===== src/rtl/uart_pkg.sv =====
// Shared UART definitions: receive FSM states and serial line levels.
// Used by both rx_dsm and tx_asm.
package uart_pkg;

    typedef enum logic [2:0] {
        IDLE,
        START,
        DATA,
        PARITY,
        STOP
    } rx_state_t;

    localparam logic START_BIT  = 1'b0;
    localparam logic STOP_BIT   = 1'b1;
    localparam logic IDLE_LEVEL = 1'b1;

endpackage


===== src/rtl/uart_bit_sync.sv =====
// Two-flop synchroniser for an asynchronous serial line, plus falling-edge detect.
// All flops reset to the idle line level so that no edge is seen out of reset.
module uart_bit_sync
    import uart_pkg::*;
(
    input  logic clk,
    input  logic rst_n,
    input  logic i_async,
    output logic o_sync,
    output logic o_fall
);

    logic r_meta;
    logic r_sync;
    logic r_prev;

    always_ff @(posedge clk or negedge rst_n) begin
        if (!rst_n) begin
            r_meta <= IDLE_LEVEL;
            r_sync <= IDLE_LEVEL;
            r_prev <= IDLE_LEVEL;
        end else begin
            r_meta <= i_async;
            r_sync <= r_meta;
            r_prev <= r_sync;
        end
    end

    assign o_sync = r_sync;
    // A fall needs a preceding synced 1, so a held-low (break) line never retriggers.
    assign o_fall = r_prev & ~r_sync;

endmodule


===== src/rtl/rx_dsm.sv =====
// UART receive disassembler: samples start/data/[parity]/stop mid-bit and delivers
// each word with error flags on a valid/ready handshake.
module rx_dsm
    import uart_pkg::*;
#(
    parameter int DATA_WIDTH   = 8,
    parameter int CLKS_PER_BIT = 16
) (
    input  logic                  clk,
    input  logic                  rst_n,
    input  logic                  rx_in,
    input  logic                  parity_per_byte,
    input  logic                  ready,
    output logic                  valid,
    output logic [DATA_WIDTH-1:0] data,
    output logic                  parity_error,
    output logic                  frame_error,
    output logic                  overrun,
    output logic                  rx_done,
    output logic                  busy
);

    localparam int BAUD_W = $clog2(CLKS_PER_BIT);
    localparam int BIT_W  = $clog2(DATA_WIDTH + 1);
    localparam logic [BAUD_W-1:0] HALF_CNT = BAUD_W'(CLKS_PER_BIT / 2 - 1);
    localparam logic [BAUD_W-1:0] FULL_CNT = BAUD_W'(CLKS_PER_BIT - 1);
    localparam logic [BIT_W-1:0]  LAST_BIT = BIT_W'(DATA_WIDTH - 1);

    logic w_rx;
    logic w_fall;
    logic w_tick;

    rx_state_t             r_state;
    logic [BAUD_W-1:0]     r_baud;
    logic [BIT_W-1:0]      r_bit;
    logic [DATA_WIDTH-1:0] r_shift;
    logic                  r_par_en;
    logic                  r_par_err;
    logic                  r_valid;
    logic [DATA_WIDTH-1:0] r_data;
    logic                  r_parity_error;
    logic                  r_frame_error;
    logic                  r_overrun;
    logic                  r_rx_done;

    uart_bit_sync u_sync (
        .clk     (clk),
        .rst_n   (rst_n),
        .i_async (rx_in),
        .o_sync  (w_rx),
        .o_fall  (w_fall)
    );

    assign w_tick = (r_baud == FULL_CNT);

    // Handshake: a word is transferred on any cycle where valid & ready; while
    // valid & ~ready, data and flags hold unless a new frame overwrites them.
    always_ff @(posedge clk or negedge rst_n) begin
        if (!rst_n) begin
            r_state        <= IDLE;
            r_baud         <= '0;
            r_bit          <= '0;
            r_shift        <= '0;
            r_par_en       <= 1'b0;
            r_par_err      <= 1'b0;
            r_valid        <= 1'b0;
            r_data         <= '0;
            r_parity_error <= 1'b0;
            r_frame_error  <= 1'b0;
            r_overrun      <= 1'b0;
            r_rx_done      <= 1'b0;
        end else begin
            r_rx_done <= 1'b0;
            if (r_valid && ready) begin
                r_valid <= 1'b0;
            end
            if (r_state == DATA || r_state == PARITY || r_state == STOP) begin
                r_baud <= w_tick ? '0 : r_baud + 1'b1;
            end

            case (r_state)
                IDLE: begin
                    if (w_fall) begin
                        r_baud    <= '0;
                        r_par_en  <= parity_per_byte;
                        r_par_err <= 1'b0;
                        r_state   <= START;
                    end
                end
                START: begin
                    if (r_baud == HALF_CNT) begin
                        r_baud  <= '0;
                        r_bit   <= '0;
                        r_state <= (w_rx == START_BIT) ? DATA : IDLE;
                    end else begin
                        r_baud <= r_baud + 1'b1;
                    end
                end
                DATA: begin
                    if (w_tick) begin
                        r_shift <= {w_rx, r_shift[DATA_WIDTH-1:1]};
                        r_bit   <= r_bit + 1'b1;
                        if (r_bit == LAST_BIT) begin
                            r_state <= r_par_en ? PARITY : STOP;
                        end
                    end
                end
                PARITY: begin
                    if (w_tick) begin
                        r_par_err <= ^{r_shift, w_rx};
                        r_state   <= STOP;
                    end
                end
                STOP: begin
                    // Leave at mid-stop so the next start edge is caught back-to-back.
                    if (w_tick) begin
                        r_data         <= r_shift;
                        r_parity_error <= r_par_err;
                        r_frame_error  <= (w_rx != STOP_BIT);
                        r_overrun      <= r_valid & ~ready;
                        r_valid        <= 1'b1;
                        r_rx_done      <= 1'b1;
                        r_state        <= IDLE;
                    end
                end
                default: r_state <= IDLE;
            endcase
        end
    end

    assign valid        = r_valid;
    assign data         = r_data;
    assign parity_error = r_parity_error;
    assign frame_error  = r_frame_error;
    assign overrun      = r_overrun;
    assign rx_done      = r_rx_done;
    assign busy         = (r_state != IDLE);

endmodule

===== config.mk =====
export PLATFORM = sky130hd
export DESIGN_NAME = rx_dsm
export DESIGN_NICKNAME = d
export VERILOG_FILES = /design/src/rtl/uart_pkg.sv /design/src/rtl/uart_bit_sync.sv /design/src/rtl/rx_dsm.sv
export SDC_FILE = /design/constraint.sdc
export NUM_CORES = 1
export LEC_CHECK = 0
export ABC_AREA = 1
export BUFFER_PORTS_ARGS = -buffer_cell sky130_fd_sc_hd__buf_4
export CELL_PAD_IN_SITES_DETAIL_PLACEMENT = 1
export CELL_PAD_IN_SITES_GLOBAL_PLACEMENT = 1
export CORE_ASPECT_RATIO = 0.6
export CORE_MARGIN = 2
export CORE_UTILIZATION = 39
export CTS_CLUSTER_SIZE = 40
export DETAILED_ROUTE_END_ITERATION = 10
export PLACE_DENSITY_LB_ADDON = 0.1
export REMOVE_ABC_BUFFERS = 1
export SKIP_LAST_GASP = 1
export SYNTH_ARGS = -nofsm -noshare
export SYNTH_HDL_FRONTEND = slang
export SYNTH_SLANG_ARGS = --single-unit

===== constraint.sdc =====
create_clock -name clk -period 1.5 [get_ports clk]
set_input_delay 0.15 -clock clk [delete_from_list [all_inputs] [get_ports clk]]
set_output_delay 0.15 -clock clk [all_outputs]
set_load 0.05 [all_outputs]

==> results of run 1 <==
-- cells in the mapped netlist --
cell type,number
sky130_fd_sc_hd__o21ai_0,7
sky130_fd_sc_hd__a31o_1,1
sky130_fd_sc_hd__o21ai_1,15
sky130_fd_sc_hd__buf_2,2
sky130_fd_sc_hd__nand2_1,70
sky130_fd_sc_hd__ha_1,2
sky130_fd_sc_hd__o21ai_2,1
sky130_fd_sc_hd__nor3_1,1
sky130_fd_sc_hd__xor2_1,1
sky130_fd_sc_hd__buf_4,2
sky130_fd_sc_hd__o21a_1,1
sky130_fd_sc_hd__mux2_1,1
sky130_fd_sc_hd__a21oi_2,1
sky130_fd_sc_hd__inv_2,5
sky130_fd_sc_hd__dfstp_2,3
sky130_fd_sc_hd__nand3_2,2
sky130_fd_sc_hd__or2_1,1
sky130_fd_sc_hd__a21oi_1,12
sky130_fd_sc_hd__inv_1,22
sky130_fd_sc_hd__nor3_2,1
sky130_fd_sc_hd__nor2_4,1
sky130_fd_sc_hd__nor2_2,1
sky130_fd_sc_hd__clkinv_4,1
sky130_fd_sc_hd__nand3_1,8
sky130_fd_sc_hd__nor2_1,22
sky130_fd_sc_hd__o22ai_2,1
sky130_fd_sc_hd__o22ai_1,3
sky130_fd_sc_hd__dfrtp_1,34
-- through the flow --
stage | utilization [%] | hold slack [ns] | std cells | total power [mW]
2_1_floorplan | - | -0.1456 | 218 | 1.862
4_1_cts | 49.10 | 0.03635 | 320 | 3.004
6_report | 52.19 | 0.04665 | 324 | 3.104
3_3_place_gp | 45.47 | 0.1473 | 306 | 2.162
3_5_place_dp | 45.47 | 0.1469 | 306 | 2.175
5_1_grt | 52.19 | 0.04459 | 324 | 3.306
-- metal layers --
metal | part of all wire [%] | wire length, µm | global-route usage (%) | vias to the layer above
li1 | - | - | - | 779
met1 | 51 | 2395 | 27.83 | 767
met2 | 44 | 2061 | 27.21 | 27
met3 | 3.9 | 183 | 5.101 | 4
met4 | 0.85 | 40 | 5.844 | 0
met5 | 0 | 0 | 0 | -
-- state kept, by name (all words and copies together) (netlist names), 3 cells and up --
| signal | flops |
|---|---|
| r_state | 3 |
| data | 8 |
| r_baud | 4 |
| r_shift | 8 |
| r_bit | 4 |
-- final timing paths --
kind	startpoint	end	slack, ns	cells past startpoint
max in group asynchronous	rst_n	u_sync.r_meta	0.75	2
hold / removal	ready	valid	0.05	2
setup reg to reg	r_baud[1]	parity_error	0	6
hold reg to reg	u_sync.r_meta	u_sync.o_sync	0.34	0
setup / recovery	r_state[2]	busy	-0.009	3
min in group asynchronous	rst_n	r_baud[2]	0.37	2
-- repair_timing --
| item | in CTS | in global routing |
|---|---|---|
| cloned | 0 | 2 |
| setup endpoints to repair | 21 | 26 |
| pin swaps | 2 | 3 |
| endpoints found under the hold margin | 35 | 0 |
| resized for setup | 3 | 33 |
| hold buffers | 2 | 0 |
| setup buffers | 4 | 2 |
-- power breakdown --
part / internal [mW] / switching [mW]
logic: 0.404 / 0.668
clock network: 0.415 / 0.352
registers: 1.12 / 0.143
-- layout make-up --
cell class / count / area, µm² / share of cell area (%)
tap: 63 / 78.83 / 3.362
clock inverter: 1 / 5.005 / 0.2134
timing repair buffer: 35 / 287.8 / 12.27
multi-input combinational: 153 / 834.6 / 35.59
sequential: 37 / 929.6 / 39.65
inverter: 28 / 112.6 / 4.803
clock buffer: 7 / 96.34 / 4.109
-- kinds of logic after synthesis --
kind of cell	count (synthesis)	synth area share, %
xor+xnor	1	0.4896
mux	1	0.6293
buf+inv	32	7.552
fa+ha+maj	2	1.398
flops	37	51.96
compound gates	42	13.15
simple gates	107	24.83
-- worst max-delay path: stages (launching register included) --
cell	delay, ns
sky130_fd_sc_hd__dfrtp_1	0.45
sky130_fd_sc_hd__nor2_1	0.22
sky130_fd_sc_hd__nand2_1	0.17
sky130_fd_sc_hd__buf_4	0.23
==> results.md, run 1 <==
| Step | Item | Value |
|:---|:---|:---|
| die | Number of top-level pins | 19 |
| sta | Min setup slack post-route | -0.009125 ns |
| placement | Post-detailed-placement cell area | 0.002043 mm² |
| setup path | Setup Crit Path Kind | register to output port |
| sta | RSZ-0062 raised after global routing | true |
| logic synthesis | Synth Register Bits | 37 |
| sta | Max Slew Vio Count | 0 |
| final layout | Commonest cells after routing, fill and taps aside | sky130_fd_sc_hd__nand2_1 (67), sky130_fd_sc_hd__dfrtp_1 (34), sky130_fd_sc_hd__buf_4 (30) |
| cts | Clock insertion delay at the later pin of the skew report | 0.29 ns |
| drt | # DRC | 0 |
| grt | Wire length of the first global-routing pass | 7.534 mm |
| drt | Mean number of vias per cell | 4.867 |
| logic synthesis | Biggest area contributors in the synthesized netlist | sky130_fd_sc_hd__dfrtp_1 (48%), sky130_fd_sc_hd__nand2_1 (15%), sky130_fd_sc_hd__inv_1 (4.6%), sky130_fd_sc_hd__nor2_1 (4.6%), sky130_fd_sc_hd__dfstp_2 (4.4%) |
| grt | Initial antenna violation count | 0 |
| cts | Number of buffers added by the clock tree synthesis step | 5 |
| drt | Remaining antenna violation count after routing | 0 |
| logic synthesis | Sequential fraction of the synthesis area | 51.96% |
| sta | Relative slew margins | 67.75% |
| placement | Port buffer count | 18 |
| sta | Slew @ Worst Pin | 0.4838 ns |
| pwr | Pleak | 1.163 nW |
| grt | Largest net degree at the start of global routing | 38 |
| logic synthesis | Post-Syn Area | 0.001789 mm² |
| pwr | P per Cell Area | 1324 mW/mm² |
| cts | Root Driver | sky130_fd_sc_hd__clkbuf_8 |
| logic synthesis | Cells after Synth | 222 |
| flow run | Max Cap Violations | 0 |
| drt | Detailed-route via count | 1577 |
| sta | Fraction of the cycle the final worst path needs | 100.6% |
| sta | Final setup violation count | 1 |
| grt | Total routing resource utilization after global routing | 18.93% |
| placement | Last weighted congestion value of the routability-driven placer | 0.7780 |
| final layout | Layout filler cell count | 559 |
| final layout | Most common cell after layout, fill and taps aside | sky130_fd_sc_hd__nand2_1 |
| logic synthesis | Unique masters post-synth | 28 |
| die | Effective utilization at floorplan | 39.82% |
| sta | Final clock skew | 0.009822 ns |
| pwr | IR Drop Worst-Case VDD | 0.5937 mV |
| final layout | Post-route cell area | 0.002345 mm² |
| setup path | Kind of start point of the critical path | register |
| cts | Clock Pin Slew Worst Setup and Hold Paths | 0.08 ns |
| drt | Detailed-routing iteration count for the pre-antenna-repair pass | 4 |
| die | Die outline area | 0.005163 mm² |
| final layout | Inserted Diodes | 0 |
| drt | Wirelength per Cell | 14.44 µm |
| drt | Sum of routed wire length over all layers | 4.680 mm |
| final layout | Synthesis-to-finish area growth | 31.05% |
| sta | Minimum clock period after layout | 1.509 ns |
| logic synthesis | Number of warning messages in the yosys log | 0 |
| sta | Total negative setup slack | -0.009125 ns |
| die | Die width | 91.44 µm |
| placement | Minimum setup slack after placement | -0.02511 ns |
| worst hold path | Class of the worst hold path | input port to register |
| logic synthesis | Share of the synthesized area in the top cell type | 47.55% |
| grt | Via count of the first global-routing pass | 1571 |
| cts | CTS sink count | 37 |
| setup path | Sort of element at the end of the critical path | output port |
| cts | Maximum buffer depth of the clock tree | 2 |
| run status | Status | finished with violations |
| sta | Hold Fails Final Rpt | 0 |
| die | Height of the die | 56.47 µm |
| placement | Detail Placement HPWL | 3.154 mm |
| grt | Overflow left after global routing | 0 |
| final layout | Number of nets in the layout | 267 |
| die | Site row count | 19 |
| die | Area of the core | 0.004493 mm² |
| cts | CTS tree | built |
| drt | DRT iter0 DRCs | 67 |
| cts | Max H-tree Level | 2 |
| sta | Highest clock frequency the design can meet | 0.6626 GHz |
| run status | Violations in the final reports | setup timing |
| setup path | WP data required | 1.35 ns |
| final layout | Fraction of layout instances using a drive strength above 1 | 31.80% |
| setup path | Largest fanout of any net on the critical path | 5 |
| logic synthesis | Cell accounting for the most synthesized area | sky130_fd_sc_hd__dfrtp_1 |
| setup path | Data arrival time of the critical path | 1.36 ns |
| logic synthesis | Mapped Avg Cell Area | 8.060 µm² |
(Power assumes the default switching activity.)
==> run 2, diff against run 1 <==
--- a/config.mk
+++ b/config.mk
@@ -7,11 +7,12 @@
 export LEC_CHECK = 0
 export ABC_AREA = 1
 export BUFFER_PORTS_ARGS = -buffer_cell sky130_fd_sc_hd__buf_4
+export CAP_MARGIN = 10
 export CELL_PAD_IN_SITES_DETAIL_PLACEMENT = 1
 export CELL_PAD_IN_SITES_GLOBAL_PLACEMENT = 1
 export CORE_ASPECT_RATIO = 0.6
 export CORE_MARGIN = 2
-export CORE_UTILIZATION = 39
+export CORE_UTILIZATION = 43
 export CTS_CLUSTER_SIZE = 40
 export DETAILED_ROUTE_END_ITERATION = 10
 export PLACE_DENSITY_LB_ADDON = 0.1
==> constraint.sdc (replaced) <==
create_clock -name clk -period 1.62 [get_ports clk]
set_input_delay 0.162 -clock clk [delete_from_list [all_inputs] [get_ports clk]]
set_output_delay 0.162 -clock clk [all_outputs]
set_load 0.05 [all_outputs]
==> run 2 against run 1 <==
  * The run now ends clean
  * Count of clock-buffer cells in the layout rose by 1
  * Sequential power down 8%
  * Wire length grew 5.3%
  * Die area fell by 8.8%
  * Critical path depth up 3
  * First-iteration DRC count decreased by 7.5%
  * Combinational power is 13% lower
  * Power is 13% lower
  * Setup slack better by 0.049 ns
  * Largest cell class unchanged
==> results.md, run 2 (synthesis gave the netlist of run 1 again) <==
| Step | Item | Value | Change |
|:---|:---|:---|:---|
| setup path | Cells on worst reg2reg path | 6 | unchanged |
| placement | Detail Placement HPWL | 3.223 mm | +2.2% |
| pwr | P per Cell Area | 1206 mW/mm² | -8.9% |
| drt | Detailed-routing iteration count for the pre-antenna-repair pass | 4 | unchanged |
| grt | Via count of the first global-routing pass | 1582 | +0.70% |
| sta | Slew @ Worst Pin | 0.4843 ns | +0.0004476 ns |
| setup path | Data arrival time of the critical path | 1.75 ns | +0.39 ns |
| cts | CTS sink count | 37 | unchanged |
| worst hold path | Hold Crit Endpoint | valid |  |
| worst hold path | Class of the worst hold path | input port to register |  |
| final layout | Synthesis-to-finish area growth | 25.87% |  |
| sta | Minimum clock period after layout | 1.580 ns |  |
| grt | Wire length of the first global-routing pass | 7.231 mm | -4.0% |
| pwr | Pleak | 1.156 nW | -0.59% |
| setup path | Worst reg2reg endpoint | parity_error |  |
| placement | Post-detailed-placement cell area | 0.002004 mm² | -1.9% |
| cts | Number of buffers added by the clock tree synthesis step | 5 | unchanged |
| sta | Min setup slack post-route | 0.04023 ns | +0.04936 ns |
| die | Height of the die | 53.97 µm | -4.4% |
| run status | Status | completed |  |
| placement | Last weighted congestion value of the routability-driven placer | 0.9182 | +18% |
| sta | Fraction of the cycle the final worst path needs | 97.52% |  |
| drt | Remaining antenna violation count after routing | 0 | unchanged |
| sta | Final clock skew | 0.007133 ns | -0.002689 ns |
| sta | Highest clock frequency the design can meet | 0.6330 GHz |  |
| final layout | Fraction of layout instances using a drive strength above 1 | 21.79% | -10 points |
| final layout | Inserted Diodes | 0 | unchanged |
| sta | Hold Fails Final Rpt | 0 | unchanged |
| cts | CTS tree | built |  |
| setup path | WP data required | 1.79 ns | +0.44 ns |
| die | Area of the core | 0.004054 mm² | -9.8% |
| cts | Clock insertion delay at the later pin of the skew report | 0.29 ns | about the same |
| grt | Total routing resource utilization after global routing | 20.69% | +1.8 points |
| drt | # DRC | 0 | unchanged |
| drt | Detailed-route via count | 1606 | +1.8% |
| final layout | Commonest cells after routing, fill and taps aside | sky130_fd_sc_hd__nand2_1 (68), sky130_fd_sc_hd__dfrtp_1 (34), sky130_fd_sc_hd__buf_4 (24) |  |
| die | Effective utilization at floorplan | 44.14% | +4.3 points |
| final layout | Total area of multi-input combinational cells | 752.0 µm² | -9.9% |
| final layout | Most common cell after layout, fill and taps aside | sky130_fd_sc_hd__nand2_1 |  |
| final layout | Post-route cell area | 0.002252 mm² | -3.9% |
| cts | Root Driver | sky130_fd_sc_hd__clkbuf_8 |  |
| die | Site row count | 18 | -1 |
| setup path | Sort of element at the end of the critical path | register |  |
| worst hold path | Min-Delay Startpoint | ready |  |
| drt | Sum of routed wire length over all layers | 4.930 mm | +5.3% |
| final layout | Reg area | 929.6 µm² | unchanged |
| setup path | Setup Crit Path Kind | register to register |  |
| flow run | Max Cap Violations | 0 | unchanged |
| grt | Initial antenna violation count | 0 | unchanged |
| cts | Clock Pin Slew Worst Setup and Hold Paths | 0.07 ns | about the same |
| sta | Final setup violation count | 0 | -1 |
| sta | Max Slew Vio Count | 0 | unchanged |
| die | Die outline area | 0.004710 mm² | -8.8% |
| final layout | Fin util | 55.56% | +3.4 points |
| grt | Fraction of met3 tracks used by global routing | 5.521% | +0.42 points |
| setup path | Largest fanout of any net on the critical path | 5 | unchanged |
| drt | DRT iter0 DRCs | 62 | -7.5% |
| pwr | IR Drop Worst-Case VDD | 0.4595 mV | -23% |
| grt | Met2 Use GR | 32.32% | +5.1 points |
| setup path | Worst setup path startpoint | r_baud[1] |  |
| placement | Minimum setup slack after placement | 0.03560 ns | +0.06071 ns |
| grt | Gr busiest metal | met2 |  |
| placement | Port buffer count | 18 | unchanged |
| drt | Mean number of vias per cell | 5.231 | +7.5% |
| die | Die width | 87.28 µm | -4.6% |
| cts | Max H-tree Level | 2 | unchanged |
| setup path | Worst reg2reg path startpoint | r_baud[1] |  |
| sta | Relative slew margins | 67.72% | about the same |
| final layout | Layout filler cell count | 501 | -10% |
| pwr | Overall power of the completed layout | 2.716 mW | -13% |
| cts | Maximum buffer depth of the clock tree | 2 | unchanged |
| setup path | Minimum setup slack among reg-to-reg paths | 0.04 ns | +0.04 ns |
| worst hold path | Number of stages on the worst hold path | 2 | unchanged |
| sta | RSZ-0062 raised after global routing | true |  |
| grt | Largest net degree at the start of global routing | 38 | unchanged |
| setup path | Kind of start point of the critical path | register |  |
| die | Number of top-level pins | 19 | unchanged |
| grt | Overflow left after global routing | 0 | unchanged |
| final layout | Number of nets in the layout | 263 | -1.5% |
| drt | Wirelength per Cell | 16.06 µm | +11% |
| grt | Global Route met1 Usage | 27.44% | -0.39 points |
[run 2: worst max-delay path by stage]
| stage | endpoint | slack, ns | depth (start not counted) |
|---|---|---|---|
| after floorplan | parity_error | 0.03 | 6 |
| after global placement | data[1] | 0.15 | 8 |
| after detailed placement | data[0] | 0.04 | 8 |
| after CTS | data[1] | 0.01 | 8 |
| after global routing | overrun | -0.03 | 8 |
| final | parity_error | 0.04 | 6 |
[run 2: per-stage QoR]
stage,hold slack (ns),setup TNS [ns],std cells
CTS,0.05354,0,300
detailed placement,0.1598,0,290
finish,0.06111,0,307
global route,0.05589,-0.1470,307
global placement,0.1456,0,290
floorplan,-0.1336,0,218
[run 2: final cells by class]
class,count,share of cell area (%)
inverter,28,5.000
sequential,37,41.28
tap,50,2.778
multi-input combinational,153,33.39
clock buffer,8,3.556
timing repair buffer,31,14.00
[run 2: power breakdown]
group / leakage (nW) / switching [mW] / total [mW] / internal [mW]
logic: 0.619 / 0.604 / 0.930 / 0.326
clock network: 0.0395 / 0.317 / 0.623 / 0.306
registers: 0.497 / 0.124 / 1.16 / 1.04
total: 1.16 / 1.05 / 2.72 / 1.67
[run 2: what timing repair did]
item,in CTS,in global routing
setup endpoints to repair,0,17
resized for setup,0,12
hold buffers,2,0
setup buffers,0,4
endpoints found under the hold margin,35,0
[run 2: per-layer routing]
| metal | wire, µm | vias up |
|---|---|---|
| li1 | - | 772 |
| met1 | 2467 | 795 |
| met2 | 2227 | 33 |
| met3 | 190 | 6 |
| met4 | 44 | 0 |
| met5 | 0 | - |
[run 2: critical path, stage by stage (launching register included)]
cell and delay [ns]:
sky130_fd_sc_hd__dfrtp_1 0.38, sky130_fd_sc_hd__ha_2 0.22, sky130_fd_sc_hd__nand2_4 0.07, sky130_fd_sc_hd__nor2_4 0.17, sky130_fd_sc_hd__inv_4 0.07, sky130_fd_sc_hd__nor2_4 0.20
sky130_fd_sc_hd__mux2_1 0.35
==> run 3, diff against run 2 <==
--- a/config.mk
+++ b/config.mk
@@ -5,14 +5,13 @@
 export SDC_FILE = /design/constraint.sdc
 export NUM_CORES = 1
 export LEC_CHECK = 0
-export ABC_AREA = 1
 export BUFFER_PORTS_ARGS = -buffer_cell sky130_fd_sc_hd__buf_4
 export CAP_MARGIN = 10
 export CELL_PAD_IN_SITES_DETAIL_PLACEMENT = 1
 export CELL_PAD_IN_SITES_GLOBAL_PLACEMENT = 1
 export CORE_ASPECT_RATIO = 0.6
 export CORE_MARGIN = 2
-export CORE_UTILIZATION = 43
+export CORE_UTILIZATION = 46
 export CTS_CLUSTER_SIZE = 40
 export DETAILED_ROUTE_END_ITERATION = 10
 export PLACE_DENSITY_LB_ADDON = 0.1
==> run 3 against run 2 <==
  * Critical path type unchanged
  * The flow now finishes with violations (setup timing)
  * Synthesized cell count decreased by 32%
  * Count of clock-buffer cells in the layout shrank 1
  * Via count fell by 15%
  * Combinational power rose by 83%
  * Fmax fell by 3.6%
  * Global-route usage grew 2.4 points
  * Die area down 6.3%
  * Critical path depth decreased by 1
  * Utilization rose by 9.5 points
  * Critical endpoint is now r_state[0]
  * Largest power group is now combinational logic
==> results.md, run 3 <==
| Step | Item | Value | Change |
|:---|:---|:---|:---|
| run status | Status | finished with violations |  |
| grt | Wire length of the first global-routing pass | 7.521 mm | +4.0% |
| logic synthesis | Most used flip-flop cell after synthesis | sky130_fd_sc_hd__dfrtp_1 |  |
| logic synthesis | Share of synthesized area spent on multiplexers | 15.14% | +15 points |
| sta | Final setup violation count | 3 | +3 |
| drt | Wirelength per Cell | 19.24 µm | +20% |
| die | Height of the die | 52.26 µm | -3.2% |
| grt | Overflow left after global routing | 0 | unchanged |
| logic synthesis | Post-Syn Area | 0.001785 mm² | -0.21% |
| setup path | WP data required | 1.80 ns | about the same |
| logic synthesis | Most numerous cell types in the synthesized netlist | sky130_fd_sc_hd__dfrtp_1 (34), sky130_fd_sc_hd__mux2_2 (17), sky130_fd_sc_hd__nand2_1 (13) |  |
| logic synthesis | Synth Register Bits | 37 | unchanged |
| final layout | Number of nets in the layout | 209 | -21% |
| logic synthesis | Share of the synthesized area in compound gates (AO/OA/AOI/OAI) | 10.58% | -2.6 points |
| final layout | Fraction of layout instances using a drive strength above 1 | 46.80% | +25 points |
| placement | Last weighted congestion value of the routability-driven placer | 0.9156 | -0.28% |
| pwr | Fraction of power consumed by sequential logic | 32.7% | -10 points |
| sta | Max Slew Vio Count | 0 | unchanged |
| logic synthesis | Biggest area contributors in the synthesized netlist | sky130_fd_sc_hd__dfrtp_1 (48%), sky130_fd_sc_hd__mux2_2 (11%), sky130_fd_sc_hd__dfstp_2 (4.4%), sky130_fd_sc_hd__xnor2_1 (2.9%), sky130_fd_sc_hd__nand2_1 (2.7%) |  |
| logic synthesis | Number of enable-type register cells in the synthesized netlist | 0 | unchanged |
| logic synthesis | Async set-reset flop share out of synthesis | 100.0% | unchanged |
| drt | Detailed-routing iteration count for the pre-antenna-repair pass | 4 | unchanged |
| logic synthesis | Synth Area in Adders | 1.402% | +0.0029 points |
| setup path | Largest fanout of any net on the critical path | 7 | +2 |
| setup path | Data arrival time of the critical path | 1.82 ns | +0.07 ns |
| grt | Largest net degree at the start of global routing | 38 | unchanged |
| grt | Initial antenna violation count | 0 | unchanged |
| drt | Mean number of vias per cell | 5.476 | +4.7% |
| grt | Total routing resource utilization after global routing | 23.11% | +2.4 points |
| run status | Violations in the final reports | setup timing |  |
| sta | Highest clock frequency the design can meet | 0.6100 GHz | -3.6% |
| logic synthesis | Share of the synthesized area in the top cell type | 47.65% | +0.10 points |
| cts | Clock Pin Slew Worst Setup and Hold Paths | 0.08 ns | about the same |
| sta | Fraction of the cycle the final worst path needs | 101.2% | +3.7 points |
| sta | Hold Fails Final Rpt | 0 | unchanged |
| pwr | Pleak | 1.178 nW | +1.9% |
| pwr | Relative contribution of the clock network to total power | 22.4% | -0.5 points |
| logic synthesis | Cell accounting for the most synthesized area | sky130_fd_sc_hd__dfrtp_1 |  |
| die | Die width | 84.43 µm | -3.3% |
| cts | Root Driver | sky130_fd_sc_hd__clkbuf_8 |  |
| logic synthesis | Most numerous cell in the Yosys netlist | sky130_fd_sc_hd__dfrtp_1 |  |
| cts | Max H-tree Level | 2 | unchanged |
| cts | Clock insertion delay at the later pin of the skew report | 0.29 ns | about the same |
| placement | Detail Placement HPWL | 3.157 mm | -2.1% |
| final layout | Most common cell after layout, fill and taps aside | sky130_fd_sc_hd__buf_4 |  |
| die | Number of top-level pins | 19 | unchanged |
| drt | Sum of routed wire length over all layers | 4.809 mm | -2.5% |
| die | Area of the core | 0.003701 mm² | -8.7% |
| cts | Number of buffers added by the clock tree synthesis step | 5 | unchanged |
| flow run | Max Cap Violations | 0 | unchanged |
| final layout | Inserted Diodes | 0 | unchanged |
| pwr | Combinational share of power | 44.9% | +11 points |
| setup path | Kind of start point of the critical path | register |  |
| pwr | Switching power of the nets | 1.336 mW | +28% |
| setup path | Setup Crit Path Kind | register to register |  |
| logic synthesis | Xor/xnor cell area share of the yosys netlist | 5.186% | +4.7 points |
| setup path | Sort of element at the end of the critical path | register |  |
| sta | Minimum clock period after layout | 1.639 ns | +0.05971 ns |
| cts | Maximum buffer depth of the clock tree | 2 | unchanged |
| grt | Via count of the first global-routing pass | 1460 | -7.7% |
| final layout | Layout filler cell count | 389 | -22% |
| pwr | IR Drop Worst-Case VDD | 0.9958 mV | +120% |
| drt | Detailed-route via count | 1369 | -15% |
| pwr | Switching Fraction | 35.41% | -3.1 points |
| pwr | Internal power | 2.437 mW | +46% |
| placement | Placed cell count | 231 | -20% |
| final layout | Synthesis-to-finish area growth | 34.90% |  |
| sta | Final clock skew | 0.009061 ns | +0.001928 ns |
| placement | Port buffer count | 18 | unchanged |
| pwr | Overall power of the completed layout | 3.773 mW | +39% |
| logic synthesis | Simple-gate share of the synthesized area | 11.84% | -13 points |
| logic synthesis | Mapped Avg Cell Area | 11.90 µm² | +48% |
| placement | Minimum setup slack after placement | -0.04358 ns | -0.07919 ns |
| sta | Slew @ Worst Pin | 0.4614 ns | -0.02286 ns |
| logic synthesis | Cells after Synth | 150 | -32% |
| final layout | Commonest cells after routing, fill and taps aside | sky130_fd_sc_hd__buf_4 (46), sky130_fd_sc_hd__dfrtp_1 (31), sky130_fd_sc_hd__mux2_2 (17) |  |
| cts | CTS sink count | 37 | unchanged |
| logic synthesis | Unique masters post-synth | 45 | +61% |
| logic synthesis | Dominant combinational cell family by area after synthesis | multiplexers |  |
| die | Effective utilization at floorplan | 48.24% | +4.1 points |
| drt | # DRC | 0 | unchanged |
| logic synthesis | Sequential fraction of the synthesis area | 52.07% | +0.11 points |
| final layout | Count of placed standard cells in the final layout, fillers left out | 250 | -19% |
| drt | DRT iter0 DRCs | 64 | +3.2% |
| sta | RSZ-0062 raised after global routing | true |  |
| sta | Relative slew margins | 69.24% | +1.5 points |
| die | Die outline area | 0.004412 mm² | -6.3% |
| drt | Remaining antenna violation count after routing | 0 | unchanged |
| worst hold path | Class of the worst hold path | input port to register |  |
| logic synthesis | Number of warning messages in the yosys log | 0 | unchanged |
| sta | Min setup slack post-route | -0.01948 ns | -0.05971 ns |
| pwr | P per Cell Area | 1566 mW/mm² | +30% |
| cts | CTS tree | built |  |
| die | Site row count | 17 | -1 |
run 3: changes by cell type after synthesis, sizes merged, moves of 4 or more:
cell,change
nand2,-57
o21ai,-13
nor2,-22
xnor2,+6
mux2,+20
inv,-22
nand3,-4
a21oi,-7
run 3: per-stage QoR:
stage	hold WS, ns	instance area, µm²	util [%]	setup TNS (ns)
CTS	0.08525	2315	62.54	-0.2543
detailed placement	0.1577	2111	57.03	-0.3393
floorplan	-0.1336	1737	-	-1.886
finish	0.1073	2409	65.08	-0.03700
global route	0.09887	2409	65.08	-0.3849
global placement	0.1447	2111	57.03	0
run 3: worst paths after layout:
check / startpoint / slack [ns] / depth (start not counted) / endpoint
setup / recovery: r_state[1] / -0.02 / 5 / r_state[0]
hold / removal: parity_per_byte / 0.11 / 2 / r_par_en
setup reg to reg: r_state[1] / -0.02 / 5 / r_state[0]
hold reg to reg: u_sync.r_meta / 0.36 / 0 / u_sync.o_sync
max in group asynchronous: rst_n / 0.91 / 2 / u_sync.r_meta
min in group asynchronous: rst_n / 0.36 / 2 / r_bit[0]
run 3: what timing repair did:
| item | 4_1_cts | 5_1_grt |
|---|---|---|
| hold endpoints to repair | 35 | 0 |
| pin swaps | 2 | 4 |
| buffers inserted | 4 | 5 |
| resized for setup | 9 | 9 |
| endpoints found under the setup margin | 15 | 30 |
| hold buffers | 2 | 0 |
run 3: layer usage:
metal | wire [µm] | share of wire [%] | global-route usage, %
met5 | 0 | 0 | 0
met3 | 217 | 4.5 | 6.142
met2 | 2285 | 48 | 39.81
met4 | 43 | 0.89 | 4.762
met1 | 2262 | 47 | 30.06
run 3: final cells by class:
cell class	count	area [µm²]	share of cell area, %
flip-flops and latches	37	933.4	38.75
multi-input cells	100	842.1	34.96
repair buffers	53	439.2	18.23
clock buffers	7	86.33	3.584
well taps	47	58.81	2.442
clock inverters	1	30.03	1.247
inverters	5	18.77	0.7792
run 3: critical path, stage by stage, from the launching register on:
cell and delay, ns:
sky130_fd_sc_hd__dfrtp_2 0.47, sky130_fd_sc_hd__buf_12 0.15, sky130_fd_sc_hd__nor2_1 0.20, sky130_fd_sc_hd__o21ai_1 0.18, sky130_fd_sc_hd__o21ai_2 0.21, sky130_fd_sc_hd__mux2_4 0.33
run 3: cell families (layout without fill, tap and decap cells):
kind of cell    after synthesis  after routing
simple gates                 36             36
mux                          24             24
buf+inv                      13             66
compound gates               29             29
flops                        37             37
xor+xnor                      9              9
fa+ha+maj                     2              2
run 3: power by group through the flow:
| stage | sequential, mW | clock, mW | combinational, mW |
|---|---|---|---|
| global placement | 1.21 | 0 | 1.31 |
| finish | 1.23 | 0.844 | 1.70 |
| floorplan | 1.29 | 0 | 0.684 |
| detailed placement | 1.23 | 0 | 1.37 |
| global route | 1.25 | 0.898 | 1.81 |
| CTS | 1.22 | 0.861 | 1.51 |
